<file path="config.mk">
export PLATFORM = sky130hd
export DESIGN_NAME = ram_port_master
export DESIGN_NICKNAME = d
export VERILOG_FILES = /design/src/rtl/ram_port_master_pkg.sv /design/src/rtl/rsp_fifo2.sv /design/src/rtl/ram_port_master.sv
export SDC_FILE = /design/constraint.sdc
export NUM_CORES = 1
export LEC_CHECK = 0
export ABC_AREA = 1
export CAP_MARGIN = 5
export CORE_MARGIN = 3
export CORE_UTILIZATION = 46
export CTS_CLUSTER_DIAMETER = 50
export DETAILED_ROUTE_END_ITERATION = 16
export HOLD_SLACK_MARGIN = 0.05
export PLACE_DENSITY = 0.82
export SLEW_MARGIN = 20
export SYNTH_ARGS = -nofsm -noshare
export SYNTH_HDL_FRONTEND = slang
export SYNTH_SLANG_ARGS = --single-unit
export TNS_END_PERCENT = 100
</file>
<file path="constraint.sdc">
create_clock -name clk -period 3.6 [get_ports clk]
set_input_delay 0.54 -clock clk [delete_from_list [all_inputs] [get_ports clk]]
set_output_delay 0.54 -clock clk [all_outputs]
set_load 0.05 [all_outputs]
</file>
<file path="src/rtl/ram_port_master_pkg.sv">
// ram_port_master_pkg: shared widths, FSM encoding and credit helper
// for the single-port block RAM initiator.
package ram_port_master_pkg;

  localparam int RPM_ADDR_W = 13;
  localparam int RPM_DATA_W = 16;
  localparam int RPM_DEPTH  = 8192;

  typedef enum logic {
    ST_CLEAR = 1'b0,
    ST_RUN   = 1'b1
  } state_e;

  // Slots that will be occupied after this edge:
  // buffered + in flight - leaving.
  function automatic logic [2:0] occupancy(
    input logic [1:0] cnt,
    input logic       pend,
    input logic       pop
  );
    return 3'(cnt) + 3'(pend) - 3'(pop);
  endfunction

endpackage

</file>
<file path="src/rtl/rsp_fifo2.sv">
// rsp_fifo2: two-entry response buffer for load data,
// async active-low reset, push/pop/count.
module rsp_fifo2 #(
  parameter int DATA_W = 16
) (
  input  logic              clk_i,
  input  logic              rst_ni,
  input  logic              push_i,
  input  logic [DATA_W-1:0] wdata_i,
  input  logic              pop_i,
  output logic [DATA_W-1:0] rdata_o,
  output logic              valid_o,
  output logic [1:0]        count_o
);

  logic [DATA_W-1:0] mem_q [2];
  logic              wp_q;
  logic              rp_q;
  logic [1:0]        cnt_q;
  logic              do_push;
  logic              do_pop;

  assign do_pop  = pop_i && (cnt_q != 2'd0);
  assign do_push = push_i && ((cnt_q != 2'd2) || do_pop);

  always_ff @(posedge clk_i or negedge rst_ni) begin
    if (!rst_ni) begin
      mem_q[0] <= '0;
      mem_q[1] <= '0;
      wp_q     <= 1'b0;
      rp_q     <= 1'b0;
      cnt_q    <= 2'd0;
    end else begin
      if (do_push) begin
        mem_q[wp_q] <= wdata_i;
        wp_q        <= ~wp_q;
      end
      if (do_pop) begin
        rp_q <= ~rp_q;
      end
      cnt_q <= cnt_q + 2'(do_push) - 2'(do_pop);
    end
  end

  assign rdata_o = mem_q[rp_q];
  assign valid_o = (cnt_q != 2'd0);
  assign count_o = cnt_q;

endmodule

</file>
<file path="src/rtl/ram_port_master.sv">
// ram_port_master: CPU load/store initiator for a 1-cycle
// registered block RAM, with optional zero-fill after reset.
module ram_port_master
  import ram_port_master_pkg::*;
#(
  parameter int ADDR_W         = RPM_ADDR_W,
  parameter int DATA_W         = RPM_DATA_W,
  parameter int DEPTH          = RPM_DEPTH,
  parameter bit CLEAR_ON_RESET = 1'b1
) (
  input  logic              clk,
  input  logic              rst,
  input  logic              i_req_valid,
  output logic              o_req_ready,
  input  logic              i_req_we,
  input  logic [ADDR_W-1:0] i_req_addr,
  input  logic [DATA_W-1:0] i_req_wdata,
  output logic              o_rsp_valid,
  input  logic              i_rsp_ready,
  output logic [DATA_W-1:0] o_rsp_rdata,
  output logic              o_busy,
  output logic              o_ram_we,
  output logic [ADDR_W-1:0] o_ram_addr,
  output logic [DATA_W-1:0] o_ram_wdata,
  input  logic [DATA_W-1:0] i_ram_rdata
);

  localparam logic [ADDR_W-1:0] LAST = ADDR_W'(DEPTH - 1);
  localparam state_e ST_RST = CLEAR_ON_RESET ? ST_CLEAR : ST_RUN;

  state_e            state_q, state_d;
  logic [ADDR_W-1:0] cnt_q, cnt_d;
  logic              pend_q, pend_d;
  logic [1:0]        fcount;
  logic              pop;
  logic              acc;

  assign pop = o_rsp_valid && i_rsp_ready;
  assign acc = i_req_valid && o_req_ready;

  // Reset gates the handshake so nothing leaks out while held.
  assign o_req_ready = rst && (state_q == ST_RUN)
                    && (occupancy(fcount, pend_q, pop) < 3'd2);

  always_comb begin
    state_d     = state_q;
    cnt_d       = cnt_q;
    pend_d      = 1'b0;
    o_busy      = 1'b0;
    o_ram_we    = 1'b0;
    o_ram_addr  = i_req_addr;
    o_ram_wdata = i_req_wdata;
    unique case (state_q)
      ST_CLEAR: begin
        o_busy      = 1'b1;
        o_ram_we    = rst;
        o_ram_addr  = cnt_q;
        o_ram_wdata = '0;
        cnt_d       = cnt_q + 1'b1;
        if (cnt_q == LAST) begin
          cnt_d   = '0;
          state_d = ST_RUN;
        end
      end
      ST_RUN: begin
        o_ram_we = acc && i_req_we;
        pend_d   = acc && !i_req_we;
      end
    endcase
  end

  always_ff @(posedge clk or negedge rst) begin
    if (!rst) begin
      state_q <= ST_RST;
      cnt_q   <= '0;
      pend_q  <= 1'b0;
    end else begin
      state_q <= state_d;
      cnt_q   <= cnt_d;
      pend_q  <= pend_d;
    end
  end

  // RAM data is valid the cycle after a load is accepted.
  rsp_fifo2 #(
    .DATA_W (DATA_W)
  ) u_rsp (
    .clk_i   (clk),
    .rst_ni  (rst),
    .push_i  (pend_q),
    .wdata_i (i_ram_rdata),
    .pop_i   (i_rsp_ready),
    .rdata_o (o_rsp_rdata),
    .valid_o (o_rsp_valid),
    .count_o (fcount)
  );

endmodule

</file>
# [Word-level counts from Yosys, hierarchy flattened]
# Index checks and enable logic that the tools add are counted.
[totals] regBits=51 latch_bits=0 ram_bits=0 rom_bits=0 output_inout_bits=49 elab_cells=49 mem_count=0
[classes] n_addsub=5 n_mul=0 div_mod_pow=0 order_cmp=4 eq_ne=2 shifts=0 muxes=14 bitwise=5 n_reduce_logical=11
[ops] op="$mux 16" n=5
[ops] op="$bwmux 32" n=1
[ops] op="$mux 13" n=2
[ops] op="$demux 16 s1" n=1
[ops] op="$add 13x1->13 const B" n=1
[ops] op="$eq 13x13->1 const B" n=1
[ops] op="$logic_and 1x1->1" n=8
[ops] op="$ge 2x2->1 const B" n=2
[ops] op="$mux 1" n=4
[ops] op="$not 1->2" n=2
[ops] op="$add 2x1->3" n=1
[ops] op="$lt 3x2->1 const B" n=1
[ops] op="$not 1->1" n=3
[ops] op="$sub 3x1->3" n=1
[ops] op="$add 2x1->2" n=1
[ops] op="$lt 2x1->1 const B" n=1
[ops] op="$ne 2x2->1 const B" n=1
[ops] op="$pmux 1 s2" n=1
[ops] op="$reduce_bool 2->1" n=1
[ops] op="$sub 2x1->2" n=1
[ops] op="$logic_not 1->1" n=1
[ops] op="$logic_or 1x1->1" n=1

# [Longest topological paths before layout]
# Gate-level depths: netlist (run 1).
[logic_depth] word_depth=8 mapped_depth=11

# [Cells and area by module]
# A second synthesis (run 1) with hierarchy kept.
[unflattened] hier_cells=414 area_unflattened_um2=3062.9
[by_module_without_submodules] module="rsp_fifo2" instances=1 cells_per_inst=218 area_each_um2=1865.5
[by_module_without_submodules] module="ram_port_master" instances=1 cells_per_inst=196 area_each_um2=1197.4

# [Least setup slack after synthesis (run 1)]
# No wires, ideal clock.
[synth_path] path_kind="register to output" start="register u_rsp.cnt_q[1] (netlist: u_rsp.count_o[1])" end="output port o_ram_we" arrival_time_ps=3108 required_ps=3060 setup_slack_ps=-48 path_stages_with_launch=12 cell_sequence="dfrtp_1 -> inv_1 -> nand2_1 -> nand2_1 -> inv_1 -> nand2_1 -> o21ai_0 -> nand2_1 -> fa_1 -> xnor2_1 -> nand4_1 -> o21ai_0"
[synth_between] elab_chain_len=8 elab_cells_between_ends=9 classes_between="add/sub (2); order compare (1); mux (1); reduce/logical (5)"
[synth_lines] item="start: declaration" line="rsp_fifo2.sv:19" rtl="logic [1:0] cnt_q;"
[synth_lines] item="start signal: assignment" line="rsp_fifo2.sv:41" rtl="cnt_q <= cnt_q + 2'(do_push) - 2'(do_pop);"
[synth_lines] item="$reduce_bool 2->1" line="rsp_fifo2.sv:46" rtl="assign valid_o = (cnt_q != 2'd0);"
[synth_lines] item="net o_rsp_valid" line="ram_port_master.sv:18" rtl="output logic o_rsp_valid,"
[synth_lines] item="$logic_and 1x1->1" line="ram_port_master.sv:38" rtl="assign pop = o_rsp_valid && i_rsp_ready;"
[synth_lines] item="$sub 3x1->3" line="ram_port_master_pkg.sv:21" rtl="return 3'(cnt) + 3'(pend) - 3'(pop);"
[synth_lines] item="$lt 3x2->1" line="ram_port_master.sv:43" rtl="&& (occupancy(fcount, pend_q, pop) < 3'd2);"
[synth_lines] item="$logic_and 1x1->1" line="ram_port_master.sv:43"
[synth_lines] item="$logic_and 1x1->1" line="ram_port_master.sv:39" rtl="assign acc = i_req_valid && o_req_ready;"
[synth_lines] item="$logic_and 1x1->1" line="ram_port_master.sv:66" rtl="o_ram_we = acc && i_req_we;"
[synth_lines] item="$pmux 1 s2" line="ram_port_master.sv:53" rtl="unique case (state_q)"
[synth_lines] item="end: declaration" line="ram_port_master.sv:22" rtl="output logic o_ram_we,"
# The timed path passes the listed nets, and every way through them passes these cells.

# [Worst setup path in the final report (run 1)]
[layout_path] start="input port i_rsp_ready" end="output port o_ram_we"
[layout_between] elab_chain_len=7
[layout_lines] item="start: declaration" line="ram_port_master.sv:19" rtl="input logic i_rsp_ready,"
[layout_lines] item="$logic_and 1x1->1" line="ram_port_master.sv:38"
[layout_lines] item="$sub 3x1->3" line="ram_port_master_pkg.sv:21"
[layout_lines] item="$lt 3x2->1" line="ram_port_master.sv:43"
[layout_lines] item="$logic_and 1x1->1" line="ram_port_master.sv:43"
[layout_lines] item="$logic_and 1x1->1" line="ram_port_master.sv:39"
[layout_lines] item="$logic_and 1x1->1" line="ram_port_master.sv:66"
[layout_lines] item="$pmux 1 s2" line="ram_port_master.sv:53"
# Every way passes these cells.

==> results of run 1 <==
## worst max-delay path, delay by kind of cell
kind	cells	cell delay [ps]
buffers and inverters	3	760
AND/OR/NAND/NOR	4	440
adder cells (fa/ha/maj)	1	420
AO/OA/AOI/OAI	2	410
XOR/XNOR	1	190
## sequential cells by signal (all words and copies together), names as in the netlist
| signal | count |
|---|---|
| state_q | 1 |
| u_rsp.wp_q | 1 |
| u_rsp.mem_q | 32 |
| u_rsp.count_o | 2 |
| pend_q | 1 |
| u_rsp.rp_q | 1 |
| cnt_q | 13 |
## synthesized netlist by cell type, drive strengths merged
master | number | area [um^2]
fa | 1 | 20.0
buf | 10 | 52.6
xnor2 | 2 | 17.5
nor2 | 20 | 110
nor3 | 2 | 15.0
dfrtp | 51 | 1280
xor2 | 8 | 70.1
nand3 | 23 | 115
nand2 | 140 | 546
clkbuf | 5 | 18.8
o21ai | 45 | 225
inv | 58 | 220
nand4 | 4 | 25.0
ha | 3 | 37.5
## path summary, 6_finish.rpt
| kind | slack (ps) | startpoint | to | cells after the start |
|---|---|---|---|---|
| max | 300 | i_rsp_ready | o_ram_we | 11 |
| min | 190 | rst | pend_q | 1 |
| max reg2reg | 1580 | u_rsp.count_o[1] | pend_q | 11 |
| min reg2reg | 480 | u_rsp.mem_q[28] | u_rsp.mem_q[28] | 2 |
| max in group asynchronous | 2640 | rst | cnt_q[9] | 2 |
| min in group clk | 480 | u_rsp.mem_q[28] | u_rsp.mem_q[28] | 2 |
## power breakdown
part | internal, mW | leakage, nW | switching (mW)
Clock | 0.137 | 0.0422 | 0.177
Sequential | 0.590 | 0.608 | 0.0123
Combinational | 0.278 | 1.31 | 0.555
## kinds of logic (layout without fill, tap and decap cells)
family | after synthesis | in the layout | synth area share
AOI/OAI and AO/OA | 45 | 45 | 0.0819
and+or+nand+nor | 189 | 189 | 0.295
DFF | 51 | 51 | 0.464
adders and majority gates | 4 | 4 | 0.0209
xor gates and xnor gates | 10 | 10 | 0.0319
buffers and inverters | 73 | 167 | 0.106
## layout make-up
cell class                 count  area share
sequential                    51       0.330
clock inverter                 1     0.00129
inverter                      58      0.0569
clock buffer                   7      0.0197
multi-input combinational    248       0.305
timing repair buffer         101       0.263
tap                           72      0.0233
## metal layers
metal	vias to the layer above	global-route usage	part of all wire
met4	0	0.0446	0.0045
met2	105	0.329	0.46
met3	4	0.0417	0.076
met1	1188	0.254	0.46
li1	1319	-	-
met5	-	0	0
## stage by stage
| stage | cells | hold slack, ps | setup slack, ps |
|---|---|---|---|
| floorplan | 372 | 244 | 327 |
| global placement | 530 | 455 | 497 |
| detailed placement | 530 | 461 | 294 |
| CTS | 538 | 200 | 292 |
| global route | 538 | 217 | 159 |
| finish | 538 | 189 | 301 |
==> metrics.md, run 1 <==
| Metric | Value |
|---|---|
| Critical Path, Cell by Cell | clkdlybuf4s50_1 > nand2_1 > inv_1 > nand2_1 > o21ai_0 > nand2_1 > fa_1 > xnor2_1 > nand4_1 > o21ai_1 > buf_12 |
| Max transition margin | 0.596 |
| Register area | 0.00128 mm^2 |
| Fmax achieved | 303 MHz |
| Area grow syn2layout | 40.7% |
| Final wirelength | 6440 um |
| Crit-path most repeated cell | nand2_1 |
| Antenna Nets Post-Route | 0 |
| Max cap viols | 0 |
| H-tree depth | 2 |
| PwrDens | 452 mW/mm^2 |
| Syn Inst Count | 372 |
| Required @ worst endpoint | 3060 ps |
| Synthesized area per cell | 7.39 um^2 |
| Cts bufs inserted | 5 |
| Clock sinks | 51 |
| # DRC | 0 |
| Via count | 2616 |
| Worst-Skew Late Latency | 300 ps |
| Num ports | 99 |
| Clock Path Buffers | 2 |
| Critical path launch point type | input port |
| Most frequent cells in the layout | nand2_1, clkdlybuf4s50_1, inv_1, dfrtp_1, o21ai_0 |
| # setup viols final | 0 |
| Least-Margin Pin Slew | 605 ps |
| Antenna cells | 0 |
| Seq/Total Area, Yosys | 0.464 |
| Resized cells post-CTS | 0 |
| Pin count of the biggest net entering global routing | 34 |
| RePlAce Congestion | 0.809 |
| Via/cell ratio | 4.86 |
| Post-synth cell types | 23 |
| Post-synthesis instance area | 0.00275 mm^2 |
| Yosys reg bits | 51 |
| RSZ-0062 raised after global routing | no |
| Clk_skew | 7.72 ps |
| Routed len/inst | 12.0 um |
| Initial detailed-routing violation count | 115 |
| CORE AREA | 0.00564 mm^2 |
| Critical Path AT | 2760 ps |
| Root buffer cell | clkbuf_8 |
| Initial core utilization | 0.487 |
| Cell Rows | 27 |
| Warnings from Yosys | 0 |
| Crit share post-route | 0.916 |
| Outcome | completed |
| Final-layout fill cell count | 487 |
| CTS tree | yes |
| Post-Syn Nets | 426 |
| Initial antenna violation count | 0 |
| GRT overflow | 0 |
| Clock period minus worst slack | 3300 ps |
| Tot GR Track Use | 0.194 |
| Die X-Extent | 83.3 um |
| Post-Layout Inst Area | 0.00387 mm^2 |
| Area of the multi-input gates | 0.00118 mm^2 |
| Die ar. | 0.00694 mm^2 |
| Final Power | 1.75 mW |
| # hold bufs at CTS | 0 |
| Ratio of cells with drive above 1 in the final layout | 0.0644 |
| Final Hold Fails | 0 |
| Core Util, Final | 0.686 |
| Setup Fix Bufs, Post-CTS | 0 |
| Fin Setup TNS | 0 ps |
| Crit. End Element | output pin |
| Most common cell after layout, fill and taps aside | nand2_1 |
| Setup CP Type | input port to output pin |
| Slew Limit Fails | 0 |
| Die height | 83.3 um |
| CP peak stage delay | 520 ps |
| Pleak | 1.96 nW |
| Hold Crit Class | input port to async pin |
| Slowest-stage cell, CP | clkdlybuf4s50_1 |
| Critical path peak fanout | 3 |
| Clock-pin slew on the worst setup and hold paths | 90 ps |
| Vias in the first global route | 2556 |
| Port-buffer cells | 98 |
| DP Area | 0.00379 mm^2 |
| Drt first pass iters | 4 |
| First-pass GRT wire length | 11300 um |
| Nets | 519 |
| Peak VDD IR | 0.000549 V |
| Post-DP HPWL | 4800 um |
Power figures use the tool's default switching activity.
==> inputs of run 2 (changes only) <==
--- a/config.mk
+++ b/config.mk
@@ -8,11 +8,11 @@
 export ABC_AREA = 1
 export CAP_MARGIN = 5
 export CORE_MARGIN = 3
-export CORE_UTILIZATION = 46
+export CORE_UTILIZATION = 45
 export CTS_CLUSTER_DIAMETER = 50
 export DETAILED_ROUTE_END_ITERATION = 16
 export HOLD_SLACK_MARGIN = 0.05
-export PLACE_DENSITY = 0.82
+export PLACE_DENSITY = 0.8
 export SLEW_MARGIN = 20
 export SYNTH_ARGS = -nofsm -noshare
 export SYNTH_HDL_FRONTEND = slang
==> constraint.sdc (replaced) <==
create_clock -name clk -period 3.1 [get_ports clk]
set_input_delay 0.465 -clock clk [delete_from_list [all_inputs] [get_ports clk]]
set_output_delay 0.465 -clock clk [all_outputs]
set_load 0.05 [all_outputs]
==> run 2 against run 1 <==
Against the previous run: global-route usage grew 0.13 points; via count shrank 0.31%; non-clock buffer count grew 1; first-iteration DRC count grew 13%; wire length grew 2.2%; core utilization shrank 0.31 points; combinational power grew 19%; sequential cell count is the same; largest cell class unchanged.
==> metrics.md, run 2 (same netlist as run 1, synthesis figures left out) <==
| Metric | Value |
|---|---|
| Slowest-stage cell, CP | dfrtp_2 |
| Pleak | 1.98 nW |
| Max transition margin | 0.600 |
| Reg2Reg Setup Slack | 1190 ps |
| Die X-Extent | 84.2 um |
| # setup viols final | 0 |
| Antenna cells | 0 |
| Die height | 84.2 um |
| Pin count of the biggest net entering global routing | 34 |
| Final worst slack | 244 ps |
| CP peak stage delay | 440 ps |
| Reg with most FFs | u_rsp.mem_q |
| Reg2Reg Launch Point | u_rsp.count_o[1] |
| Least-Margin Pin Slew | 598 ps |
| Initial detailed-routing violation count | 130 |
| Die ar. | 0.00708 mm^2 |
| CP startpoint | u_rsp.count_o[1] |
| Critical path launch point type | register |
| Most common cell after layout, fill and taps aside | nand2_1 |
| PwrDens | 530 mW/mm^2 |
| Via/cell ratio | 4.84 |
| Clock sinks | 51 |
| Setup Fix Bufs, Post-CTS | 0 |
| Num ports | 99 |
| Max reg flops | 32 |
| Initial core utilization | 0.481 |
| DP Area | 0.00380 mm^2 |
| Most frequent cells in the layout | nand2_1, clkdlybuf4s50_1, inv_1, dfrtp_1, o21ai_0 |
| # DRC | 0 |
| Port-buffer cells | 98 |
| Crit. End Element | output pin |
| Slew Limit Fails | 0 |
| Fmax achieved | 350 MHz |
| Clk_skew | 8.75 ps |
| First-pass GRT wire length | 11500 um |
| Worst-Skew Late Latency | 310 ps |
| Worst slack, placed | 66.4 ps |
| Final-layout fill cell count | 474 |
| CTS tree | yes |
| Clock period minus worst slack | 2860 ps |
| Resized cells post-CTS | 0 |
| Setup CP Type | register to output pin |
| # hold bufs at CTS | 0 |
| Max cap viols | 0 |
| Routed len/inst | 12.2 um |
| Final Hold Fails | 0 |
| Worst hold-check slack | 105 ps |
| Nets | 520 |
| RSZ-0062 raised after global routing | no |
| Fin Setup TNS | 0 ps |
| Outcome | completed |
| Post-DP HPWL | 4890 um |
| RePlAce Congestion | 0.810 |
| Crit-path most repeated cell | nand2_1 |
| Clock Path Buffers | 2 |
| Required @ worst endpoint | 2630 ps |
| Tot GR Track Use | 0.195 |
| Critical path peak fanout | 4 |
| GRT overflow | 0 |
| Vias in the first global route | 2615 |
| Cell Rows | 27 |
| Ratio of cells with drive above 1 in the final layout | 0.0771 |
| Hold Crit Class | input port to async pin |
| Root buffer cell | clkbuf_8 |
| Cts bufs inserted | 5 |
| Post-Layout Inst Area | 0.00390 mm^2 |
| H-tree depth | 2 |
| Final wirelength | 6580 um |
| Initial antenna violation count | 0 |
| Clock-pin slew on the worst setup and hold paths | 90 ps |
| Drt first pass iters | 4 |
| Via count | 2608 |
| Critical Path, Cell by Cell | inv_1 > nand2_1 > nand2_1 > inv_1 > nand2_1 > o21ai_2 > nand2_1 > fa_2 > xnor2_2 > nand4_1 > o21ai_2 > buf_12 |
| Antenna Nets Post-Route | 0 |
| Critical Path AT | 2390 ps |
| Crit share post-route | 0.921 |
| Peak VDD IR | 0.000520 V |
| Area grow syn2layout | 41.7% |
| CORE AREA | 0.00571 mm^2 |
==> run 2: cell count changes in the layout (fill, tap and decap cells not counted) <==
| cell | change |
|---|---|
| o21ai_2 | +2 |
| buf_4 | +1 |
| clkdlybuf4s50_1 | -1 |
| dfrtp_1 | -1 |
| dfrtp_2 | +1 |
| dlymetal6s2s_1 | +1 |
| fa_1 | -1 |
| fa_2 | +1 |
| o21ai_0 | -1 |
| o21ai_1 | -1 |
| xnor2_1 | -1 |
| xnor2_2 | +1 |
==> run 2: routing by layer <==
metal / vias up / GRT usage / wire, um
met5: - / 0 / 0
met4: 0 / 0.0570 / 85
met3: 8 / 0.0559 / 447
met2: 86 / 0.339 / 3190
met1: 1193 / 0.237 / 2860
li1: 1321 / - / -
==> run 2: worst paths after layout <==
check / endpoint / cells after the start
worst max-delay path: o_ram_we / 12
worst min-delay path: cnt_q[4] / 1
worst max register to register: pend_q / 11
worst min register to register: u_rsp.mem_q[27] / 2
max in group asynchronous: u_rsp.count_o[1] / 2
min in group clk: u_rsp.mem_q[27] / 2
==> run 2: per-stage QoR <==
| stage | instances | util | total power, mW |
|---|---|---|---|
| floorplan | 372 | - | 1.32 |
| global placement | 531 | 0.665 | 1.68 |
| detailed placement | 531 | 0.665 | 1.69 |
| CTS | 539 | 0.679 | 2.06 |
| global route | 539 | 0.682 | 2.16 |
| finish | 539 | 0.682 | 2.07 |
==> run 2: cell type report <==
type                    count  area, um^2  area share
repair buffers            102        1030       0.264
well taps                  72        90.1      0.0231
clock buffers               7        76.3      0.0196
clock inverters             1        5.00     0.00128
multi-input cells         248        1200       0.308
inverters                  58         220      0.0565
flip-flops and latches     51        1280       0.328
==> run 2: worst max-delay path: cells and delay by family, from the launching register on <==
kind / cells / cell delay (ps)
xor gates and xnor gates: 1 / 150
buffers and inverters: 3 / 310
AOI/OAI and AO/OA: 2 / 290
and+or+nand+nor: 5 / 510
adders and majority gates: 1 / 380
DFF: 1 / 440
==> run 2: power by group <==
group / leakage, nW / total, mW / switching [mW] / internal (mW)
Clock: 0.0422 / 0.373 / 0.214 / 0.159
Sequential: 0.607 / 0.705 / 0.0183 / 0.687
Combinational: 1.33 / 0.988 / 0.651 / 0.336
Total: 1.98 / 2.07 / 0.884 / 1.18
==> inputs of run 3 (changes only) <==
--- a/config.mk
+++ b/config.mk
@@ -13,7 +13,6 @@
 export DETAILED_ROUTE_END_ITERATION = 16
 export HOLD_SLACK_MARGIN = 0.05
 export PLACE_DENSITY = 0.8
-export SLEW_MARGIN = 20
 export SYNTH_ARGS = -nofsm -noshare
 export SYNTH_HDL_FRONTEND = slang
 export SYNTH_SLANG_ARGS = --single-unit
==> results of run 3 <==
Same layout as run 2: the final DEF is identical, and so are final timing and power.
